**config.mk**
```make
export PLATFORM = sky130hd
export DESIGN_NAME = pipe_hazard_ctrl
export DESIGN_NICKNAME = d
export VERILOG_FILES = /design/src/rtl/pipe_hazard_ctrl.sv
export SDC_FILE = /design/constraint.sdc
export NUM_CORES = 1
export LEC_CHECK = 0
export ABC_AREA = 1
export CAP_MARGIN = 10
export CORE_UTILIZATION = 48
export DETAILED_ROUTE_END_ITERATION = 10
export PLACE_DENSITY = 0.79
export REMOVE_ABC_BUFFERS = 1
export SYNTH_ARGS = -nofsm -noshare
export SYNTH_HDL_FRONTEND = slang
export SYNTH_SLANG_ARGS = --single-unit
```
**constraint.sdc**
```tcl
create_clock -name clk -period 1.2 [get_ports clk]
set_clock_uncertainty 0.05 [all_clocks]
set_input_delay 0.12 -clock clk [delete_from_list [all_inputs] [get_ports clk]]
set_output_delay 0.12 -clock clk [all_outputs]
set_load 0.02 [all_outputs]
```
**src/rtl/pipe_hazard_ctrl.sv**
```systemverilog
// pipe_hazard_ctrl: in-order hazard control (stall, flush, operand forwarding select, writeback port).
// Define PIPE_HAZARD_CTRL_FWD_EN for forwarding; otherwise any RAW match stalls until the producer retires.
module pipe_hazard_ctrl #(
    parameter int DEPTH = 3,
    parameter int REG_AW = 5,
    parameter int FLUSH_CYCLES = 2,
    localparam int SELW = ($clog2(DEPTH) > 1) ? $clog2(DEPTH) : 1
) (
    input  logic              clk,
    input  logic              rst_n,
    input  logic              dec_valid,
    input  logic [REG_AW-1:0] dec_rs1,
    input  logic [REG_AW-1:0] dec_rs2,
    input  logic              dec_use_rs1,
    input  logic              dec_use_rs2,
    input  logic [REG_AW-1:0] dec_rd,
    input  logic              dec_regwrite,
    input  logic              dec_late,
    input  logic              ex_branch_taken,
    output logic              stall,
    output logic              flush,
    output logic              issue_legal,
    output logic [SELW-1:0]   fwd_sel1,
    output logic [SELW-1:0]   fwd_sel2,
    output logic              ex_valid,
    output logic              wb_we,
    output logic [REG_AW-1:0] wb_rd
);
    logic [DEPTH-1:0]  st_valid;
    logic [DEPTH-1:0]  st_regwrite;
    logic [DEPTH-1:0]  st_late;
    logic [REG_AW-1:0] st_rd [DEPTH];
    logic [2:0]        fcnt;
    logic [DEPTH-1:0]  m1;
    logic [DEPTH-1:0]  m2;
    logic              branch_hit;
    logic              hazard;

    always_comb begin
        m1 = '0;
        m2 = '0;
        for (int k = 0; k < DEPTH; k++) begin
            m1[k] = dec_use_rs1 & (dec_rs1 != '0) & st_valid[k] & st_regwrite[k] & (st_rd[k] == dec_rs1);
            m2[k] = dec_use_rs2 & (dec_rs2 != '0) & st_valid[k] & st_regwrite[k] & (st_rd[k] == dec_rs2);
        end
    end

    assign branch_hit  = ex_branch_taken & st_valid[0];
    assign flush       = branch_hit | (fcnt != '0);
    assign stall       = dec_valid & ~flush & hazard;
    assign issue_legal = dec_valid & ~stall & ~flush;
    assign ex_valid    = st_valid[0];
    assign wb_we       = st_valid[DEPTH-1] & st_regwrite[DEPTH-1] & (st_rd[DEPTH-1] != '0);
    assign wb_rd       = st_rd[DEPTH-1];

    // The pipe never freezes: a stalled or flushed slot enters stage 0 as a bubble.
    always_ff @(posedge clk) begin
        if (!rst_n) begin
            st_valid    <= '0;
            st_regwrite <= '0;
            st_late     <= '0;
            fcnt        <= '0;
            for (int k = 0; k < DEPTH; k++) st_rd[k] <= '0;
        end else begin
            st_valid    <= {st_valid[DEPTH-2:0], issue_legal};
            st_regwrite <= {st_regwrite[DEPTH-2:0], dec_regwrite};
            st_late     <= {st_late[DEPTH-2:0], dec_late};
            st_rd[0]    <= dec_rd;
            for (int k = 1; k < DEPTH; k++) st_rd[k] <= st_rd[k-1];
            fcnt        <= branch_hit ? 3'(FLUSH_CYCLES - 1) : ((fcnt != '0) ? fcnt - 1'b1 : fcnt);
        end
    end

`ifdef PIPE_HAZARD_CTRL_FWD_EN
    logic [SELW-1:0] sel1;
    logic [SELW-1:0] sel2;
    logic            late_hit;

    // Match at st[k] means the producer is at stage k+1 once the consumer reaches EX.
    always_comb begin
        sel1     = '0;
        sel2     = '0;
        late_hit = 1'b0;
        for (int k = DEPTH - 1; k >= 0; k--) begin
            if (m1[k]) sel1 = (k + 1 < DEPTH) ? SELW'(k + 1) : '0;
            if (m2[k]) sel2 = (k + 1 < DEPTH) ? SELW'(k + 1) : '0;
            if ((m1[k] | m2[k]) & st_late[k] & (k + 1 < DEPTH - 1)) late_hit = 1'b1;
        end
    end

    assign hazard = late_hit;

    always_ff @(posedge clk) begin
        if (!rst_n) begin
            fwd_sel1 <= '0;
            fwd_sel2 <= '0;
        end else begin
            fwd_sel1 <= issue_legal ? sel1 : '0;
            fwd_sel2 <= issue_legal ? sel2 : '0;
        end
    end
`else
    logic unused_late;

    assign hazard      = |(m1 | m2);
    assign fwd_sel1    = '0;
    assign fwd_sel2    = '0;
    assign unused_late = ^st_late;
`endif
endmodule

```
==> impl_metrics.tcl, run 1 <==
set metrics [dict create \
    path_clk_slew_ns 0.12 \
    syn_area_um2 1430 \
    die_y_um 56.5 \
    htreeDepth 1 \
    crit_arrival_ns 1.61 \
    drv_slew 0 \
    drcViolationCount 0 \
    hpwl_mm 2.35 \
    grt_setup_unrepaired "true" \
    worstHoldPathCells 3 \
    grt_antenna_before_repair 0 \
    cp-start-kind "flip-flop" \
    irDropWorstVdd_mv 1.55 \
    status "complete, but fails checks" \
    yosysWarnings 0 \
    postCtsSetupRepairBufs 0 \
    num-fill-cells 233 \
    max_freq_mhz 562 \
    cts_buffer_depth 2 \
    synth_top_area_share_pct 33.7 \
    synth_edf_count 0 \
    place.gp.congestion 0.885 \
    synth_most_common_cell "nand2_1" \
    worst_slack_ns -0.578 \
    drive_gt1_share_pct 30.3 \
    synth_top_family_by_area "simple AND/OR/NAND/NOR gates" \
    first_pass_iters 4 \
    min_period_ns 1.78 \
    grt_pass1_wl_mm 4.98 \
    yosysTopAreaCell "dfxtp_1" \
    setup_tns_ns -1.84 \
    muxShareOfSynthArea_pct 0 \
    synth_area_per_cell_um2 6.58 \
    post-route-util_pct 70.6 \
    holdWs_ns 0.264 \
    routedWlPerCell_um 10.0 \
    reg2reg_slack_ns -0.16 \
    r2r_end "st_valid[0]" \
    coreArea_um2 2780 \
    cp-endpoint "stall" \
    grt_start_max_net_pins 14 \
    grt_usage_pct 20.0 \
    final_nets 287 \
    viasPerCell 4.63 \
    hold_violations 0 \
    cellLeakagePower_uw 0.00106 \
    cap_viol_max_count 0 \
    regArea_um2 504 \
    diodes 0 \
    cts-root-buf "clkbuf_4" \
    synth-simple-area-share_pct 33.1 \
    die_w_um 56.5 \
    rr_worst_depth 12 \
    synthTopCellsByCount "nand2_1 (64), inv_1 (42), dfxtp_1 (24)" \
    failed_checks "negative setup slack" \
    finalCritPeriodShare_pct 148 \
    critPathKind "reg -> out" \
    area_growth_pct 37.5 \
    synthDistinctLibCells 22 \
    critPathMaxFanout 4 \
    grt-ovfl-total 0 \
    r2r_start "st_rd[0][8]" \
    syn_inst 217 \
    async_flop_share_pct 0 \
    synth-xor-area-share_pct 11.0 \
    multiInputGateArea_um2 791 \
    ant_nets 0 \
    p_total_uw 2420 \
    grt_pass1_vias 1234 \
    die_area_um2 3200 \
    hold_path_class "in -> reg" \
    synth-seq-cells 24 \
    drt_iter0_markers 32 \
    drt-total-wl_mm 2.92 \
    cp.required_ns 1.03 \
    initial_core_util_pct 51.3 \
    p_per_area_nw_per_um2 1230 \
    port_buffers 31 \
    setup_viol 5 \
    ys.flop_type "dfxtp_1" \
    synthAdderAreaFrac_pct 1.75 \
    cp-end-kind "primary output" \
    ys_seq_area_share_pct 33.7 \
    critPathLaunch "st_rd[0][8]" \
    insertion_delay_ns 0.31 \
    std_cell_rows 19 \
    cts_made_buffers 3 \
    synth_area_leaders "dfxtp_1 (34%), nand2_1 (17%), inv_1 (11%)" \
    vias 1351 \
    io_pins 37 \
    cts_tree "yes" \
    synth-compound-area-share_pct 3.07 \
    clock_sinks 24 \
]
state kept, by name, summed over array words and instances (netlist names):
signal,cells
st_valid,3
st_rd,15
fcnt,3
st_regwrite,3
where the power goes:
group          internal, uW  switching (uW)  leakage, uW
sequential              887            60.0     0.000203
combinational           525             526     0.000839
clock                   185             232    0.0000210
total                  1600             819      0.00106
cell usage in the layout, fill, tap and decap left out, drive strengths merged:
cell type / count
xor2: 8
dfxtp: 24
a21oi: 2
o21ai: 2
clkbuf: 5
a211oi: 2
nand2: 67
nand3: 13
clkdlybuf4s15: 1
ha: 2
conb: 4
o311ai: 1
buf: 25
nand4: 3
clkdlybuf4s50: 11
xnor2: 10
nor2: 25
dlygate4sd2: 10
inv: 45
or3: 1
critical path, cell delays in order (launching register included):
cell,delay [ns]
dfxtp_2,0.38
inv_2,0.05
nand2_2,0.05
nand2_2,0.06
nor2_2,0.09
nand2_1,0.05
nor2_1,0.13
nand2_1,0.09
nand2_2,0.09
nor2_4,0.05
a21oi_2,0.14
buf_6,0.13
worst min path at each step:
stage	slack, ns	start	end
floorplan	0.16	rst_n	st_rd[0][0]
global placement	0.36	st_regwrite[0]	st_regwrite[1]
detailed placement	0.37	st_regwrite[0]	st_regwrite[1]
CTS	0.25	dec_rd[0]	st_rd[0][0]
global route	0.26	dec_rd[4]	st_rd[0][4]
finish	0.26	dec_rd[0]	st_rd[0][0]
routing by layer:
metal / vias up / track usage (%) / share of wire [%]
met5: - / 0 / 0
met4: 0 / 8.36 / 0.82
met3: 2 / 2.07 / 3.5
met2: 33 / 35.0 / 49
met1: 600 / 24.8 / 47
li1: 716 / - / -
cell families (layout without fill, tap and decap cells):
logic type	count (synthesis)	after routing
XOR/XNOR	18	18
other	1	4
flip-flops	24	24
buffers and inverters	56	97
adder cells (fa/ha/maj)	2	2
AO/OA/AOI/OAI	7	7
AND/OR/NAND/NOR	109	109
repair_timing:
| action | CTS | global route |
|---|---|---|
| hold buffers | 0 | 0 |
| pin swaps | 4 | 11 |
| gates resized for setup | 77 | 27 |
| endpoints found under the setup margin | 12 | 9 |
layout make-up:
type	count	area share [%]
Tap cell	31	1.98
Clock buffer	4	1.85
Inverter	45	8.73
Sequential cell	24	25.7
Multi-Input combinational cell	140	40.3
Timing Repair Buffer	48	21.5
stage by stage:
step	area, um^2	worst slack (ns)	instances
CTS	1890	-0.532	292
global placement	1840	-1.02	288
floorplan	1360	-0.302	209
global route	1960	-0.686	292
finish	1960	-0.578	292
detailed placement	1840	-1.05	288
(Power assumes the default switching activity.)
==> run 2, diff against run 1 <==
--- a/config.mk
+++ b/config.mk
@@ -9,6 +9,7 @@
 export CAP_MARGIN = 10
 export CORE_UTILIZATION = 48
 export DETAILED_ROUTE_END_ITERATION = 10
+export MAX_ROUTING_LAYER = met4
 export PLACE_DENSITY = 0.79
 export REMOVE_ABC_BUFFERS = 1
 export SYNTH_ARGS = -nofsm -noshare
==> impl_metrics.tcl, run 2 (synthesized netlist as in run 1, its figures left out) <==
set metrics [dict create \
    status "complete, but fails checks" \
    failed_checks "negative setup slack" \
    std_cell_rows 19 \
    fin_area_um2 1950 \
    cp.required_ns 1.03 \
    swShare_pct 34.3 \
    place.gp.congestion 0.926 \
    reg2reg_slack_ns -0.10 \
    drv_slew 0 \
    htreeDepth 1 \
    area_growth_pct 36.5 \
    grt_start_max_net_pins 14 \
    top_layer "met4" \
    critPathLaunch "st_rd[0][13]" \
    largest_register_ffs 15 \
    initial_core_util_pct 51.3 \
    drt-total-wl_mm 2.98 \
    cp-end-kind "primary output" \
    ant_nets 0 \
    crit_arrival_ns 1.56 \
    finalCritPeriodShare_pct 144 \
    die_area_um2 3200 \
    cp-endpoint "wb_we" \
    hpwl_mm 2.17 \
    path_cells "or3_4, o311ai_2, inv_1, buf_6" \
    final_cell_mix "nand2_1 (60), inv_1 (37), nor2_1 (20)" \
    placed_area_um2 1830 \
    slowest_delay_ns 0.39 \
    die_w_um 56.5 \
    cts_made_buffers 3 \
    r2r_start "st_rd[0][7]" \
    p_sw_uw 841 \
    hold_path_class "in -> reg" \
    hold_violations 0 \
    r2r_end "st_valid[0]" \
    p_comb_share_pct 43.9 \
    insertion_delay_ns 0.31 \
    irDropWorstVdd_mv 1.48 \
    cap_viol_max_count 0 \
    clkPwrFrac_pct 17.5 \
    first_pass_iters 4 \
    io_pins 37 \
    routed-wl-met2_mm 1.43 \
    grt_pass1_wl_mm 4.79 \
    detail_route.wirelength.met1_mm 1.39 \
    cp_slowest_cell "or3_4" \
    num-fill-cells 236 \
    clock_sinks 24 \
    worst_slack_ns -0.531 \
    regArea_um2 504 \
    coreArea_um2 2780 \
    holdWs_ns 0.261 \
    multiInputGateArea_um2 777 \
    max_freq_mhz 578 \
    cts_tree "yes" \
    p_per_area_nw_per_um2 1260 \
    wl_met3_um 119 \
    vias 1311 \
    drt_iter0_markers 22 \
    cts_buffer_depth 2 \
    cellInternalPower_uw 1610 \
    setup_tns_ns -1.77 \
    viasPerCell 4.49 \
    cellLeakagePower_uw 0.00105 \
    path_clk_slew_ns 0.13 \
    critPathKind "reg -> out" \
    routedWlPerCell_um 10.2 \
    setup_viol 5 \
    grt_pass1_vias 1165 \
    port_buffers 31 \
    cts-root-buf "clkbuf_4" \
    critPathMaxFanout 4 \
    final_common_cell "nand2_1" \
    top_register "st_rd" \
    min_period_ns 1.73 \
    p_seq_share_pct 38.7 \
    rr_worst_depth 10 \
    grt_usage_pct 19.3 \
    cp-start-kind "flip-flop" \
    grt_antenna_before_repair 0 \
    drive_gt1_share_pct 28.7 \
    final_nets 287 \
    drcViolationCount 0 \
    diodes 0 \
    grt_setup_unrepaired "true" \
    die_y_um 56.5 \
    grt-ovfl-total 0 \
]
[run 2: final cells by class]
| type | instances | area share (%) |
|---|---|---|
| Inverter | 45 | 8.67 |
| Timing Repair Buffer | 48 | 21.7 |
| Sequential cell | 24 | 25.9 |
| Tap cell | 31 | 1.99 |
| Clock buffer | 4 | 1.86 |
| Multi-Input combinational cell | 140 | 39.9 |
[run 2: worst min-delay path by stage]
stage / to / from / cells past startpoint / slack, ns
CTS: st_rd[0][3] / dec_rd[3] / 3 / 0.26
global placement: st_regwrite[1] / st_regwrite[0] / 2 / 0.36
finish: st_rd[0][4] / dec_rd[4] / 3 / 0.26
floorplan: st_rd[0][0] / rst_n / 2 / 0.16
detailed placement: st_regwrite[1] / st_regwrite[0] / 2 / 0.38
global route: st_rd[0][4] / dec_rd[4] / 3 / 0.27
[run 2: critical path, delay by kind of cell, from the launching register on]
family	cells	cell delay, ns
and+or+nand+nor	1	0.39
AOI/OAI and AO/OA	1	0.27
DFF	1	0.38
buffers and inverters	2	0.21
[run 2: power by group through the flow]
stage          clock (uW)  sequential (uW)  combinational (uW)
6_report              429              948                1080
5_1_grt               469              957                1200
4_1_cts               436              938                 856
3_5_place_dp            0              948                 855
3_3_place_gp            0              946                 840
2_1_floorplan           0              960                 417
[run 2: metrics by stage]
step	setup WS (ns)	total power, uW	instances	util, %
6_report	-0.531	2450	292	70.0
5_1_grt	-0.622	2630	292	70.0
4_1_cts	-0.500	2230	291	66.8
3_5_place_dp	-1.04	1800	287	65.9
3_3_place_gp	-1.02	1790	287	65.9
2_1_floorplan	-0.302	1380	209	-
[run 2: per-layer routing]
| layer | GRT usage [%] | up-vias |
|---|---|---|
| met5 | - | - |
| met4 | 5.23 | 0 |
| met3 | 2.30 | 4 |
| met2 | 31.8 | 38 |
| met1 | 25.2 | 555 |
| li1 | - | 714 |
[run 2: repair_timing]
action / 4_1_cts / 5_1_grt
buffers inserted: 0 / 1
pin swaps: 6 / 9
hold buffers: 0 / 0
gates resized for setup: 67 / 30
setup endpoints to repair: 11 / 10
==> run 3, diff against run 2 <==
--- a/config.mk
+++ b/config.mk
@@ -7,6 +7,7 @@
 export LEC_CHECK = 0
 export ABC_AREA = 1
 export CAP_MARGIN = 10
+export CORE_ASPECT_RATIO = 1.1
 export CORE_UTILIZATION = 48
 export DETAILED_ROUTE_END_ITERATION = 10
 export MAX_ROUTING_LAYER = met4
==> impl_metrics.tcl, run 3 (synthesized netlist as in run 1, its figures left out) <==
set metrics [dict create \
    status "complete, but fails checks" \
    failed_checks "negative setup slack" \
    hpwl_mm 2.27 \
    grt_pass1_wl_mm 4.60 \
    largest_register_ffs 15 \
    cts_made_buffers 3 \
    path_common_cell "nand2_1" \
    p_sw_uw 819 \
    crit_buf_inv 2 \
    setup_viol 5 \
    multiInputGateArea_um2 782 \
    cp-start-kind "flip-flop" \
    path_cells "inv_2, nand2_1, nand2_1, nor2_1, nand2_1, nor2_1, nand2_1, nand2_2, nor2_4, a21oi_2, buf_4" \
    critPathMaxFanout 4 \
    post-route-util_pct 69.3 \
    cellInternalPower_uw 1530 \
    drcViolationCount 0 \
    p_comb_share_pct 45.3 \
    viasPerCell 4.70 \
    grt_usage_pct 20.6 \
    diodes 0 \
    worst_slack_ns -0.505 \
    die_w_um 54 \
    io_pins 37 \
    swShare_pct 34.9 \
    final_nets 289 \
    grt-ovfl-total 0 \
    crit_arrival_ns 1.53 \
    min_period_ns 1.70 \
    drv_slew 0 \
    cap_viol_max_count 0 \
    routedWlPerCell_um 9.97 \
    port_buffers 31 \
    grt_pass1_vias 1132 \
    path_clk_slew_ns 0.12 \
    regArea_um2 512 \
    finalCritPeriodShare_pct 142 \
    grt_start_max_net_pins 13 \
    p_seq_share_pct 40.1 \
    die_y_um 59.2 \
    grt_antenna_before_repair 0 \
    cts-root-buf "clkbuf_4" \
    drive_gt1_share_pct 31.3 \
    dp_slack_ns -1.07 \
    drt-total-wl_mm 2.94 \
    drt_iter0_markers 21 \
    p_per_area_nw_per_um2 1210 \
    ant_nets 0 \
    hold_path_class "in -> reg" \
    coreArea_um2 2800 \
    grt_setup_unrepaired "true" \
    place.gp.congestion 0.863 \
    crit_family "simple AND/OR/NAND/NOR gates" \
    std_cell_rows 20 \
    final_common_cell "nand2_1" \
    initial_core_util_pct 50.9 \
    die_area_um2 3200 \
    vias 1386 \
    cp-end-kind "primary output" \
    irDropWorstVdd_mv 1.26 \
    slowest_delay_ns 0.39 \
    p_total_uw 2350 \
    cellLeakagePower_uw 0.00106 \
    area_growth_pct 36.0 \
    max_freq_mhz 587 \
    htreeDepth 1 \
    clock_sinks 24 \
    cts_tree "yes" \
    insertion_delay_ns 0.31 \
    num-fill-cells 233 \
    first_pass_iters 4 \
    clkPwrFrac_pct 14.6 \
    critPathKind "reg -> out" \
    cts_buffer_depth 2 \
    cp_slowest_cell "dfxtp_4" \
    hold_violations 0 \
    top_register "st_rd" \
    final_cell_mix "nand2_1 (58), inv_1 (36), buf_4 (19)" \
    cp.required_ns 1.03 \
    cts_hold_buf 0 \
]
run 3: through the flow:
stage / hold slack (ns) / cell area [um^2] / TNS [ns] / std cells
after floorplan: 0.163 / 1360 / -0.545 / 209
after global placement: 0.366 / 1850 / -3.70 / 291
after detailed placement: 0.369 / 1850 / -3.79 / 291
after CTS: 0.249 / 1870 / -1.79 / 294
after global routing: 0.277 / 1940 / -2.14 / 295
final: 0.259 / 1940 / -1.67 / 295
run 3: layer usage:
metal / GRT usage, % / vias up / part of all wire, %
li1: - / 722 / -
met2: 34.7 / 42 / 50
met1: 24.8 / 615 / 44
met3: 1.54 / 7 / 4.1
met5: - / - / 0
met4: 8.79 / 0 / 2.3
run 3: worst min-delay path, stage by stage:
cell and delay, ns:
clkdlybuf4s50_1 0.39, nand2_1 0.06, inv_1 0.03
run 3: worst paths after layout:
kind                  startpoint             end  slack [ns]  depth (start not counted)
setup / recovery     st_rd[0][8]           stall       -0.50                         11
hold / removal         dec_rd[3]     st_rd[0][3]        0.26                          3
hold reg to reg   st_regwrite[1]  st_regwrite[2]        0.39                          2
setup reg to reg     st_rd[0][8]     st_valid[0]       -0.10                         12
run 3: power groups by stage:
stage                     Combinational [uW]  Sequential [uW]  Clock, uW
after global routing                    1160              952        394
final                                   1060              941        343
after global placement                   842              947          0
after CTS                                836              938        360
after floorplan                          417              960          0
after detailed placement                 856              949          0
run 3: cell type report:
type,count,share of cell area [%]
clock buffer,3,1.16
inverter,45,8.70
multi-input combinational,140,40.3
tap,33,2.13
timing repair buffer,50,21.4
sequential,24,26.4
run 3: repair_timing:
| item | CTS | global route |
|---|---|---|
| setup buffers | 0 | 1 |
| cloned | 0 | 0 |
| endpoints found under the hold margin | 0 | 0 |
| gates resized for setup | 70 | 30 |
| pin swaps | 9 | 18 |
| setup endpoints to repair | 11 | 9 |
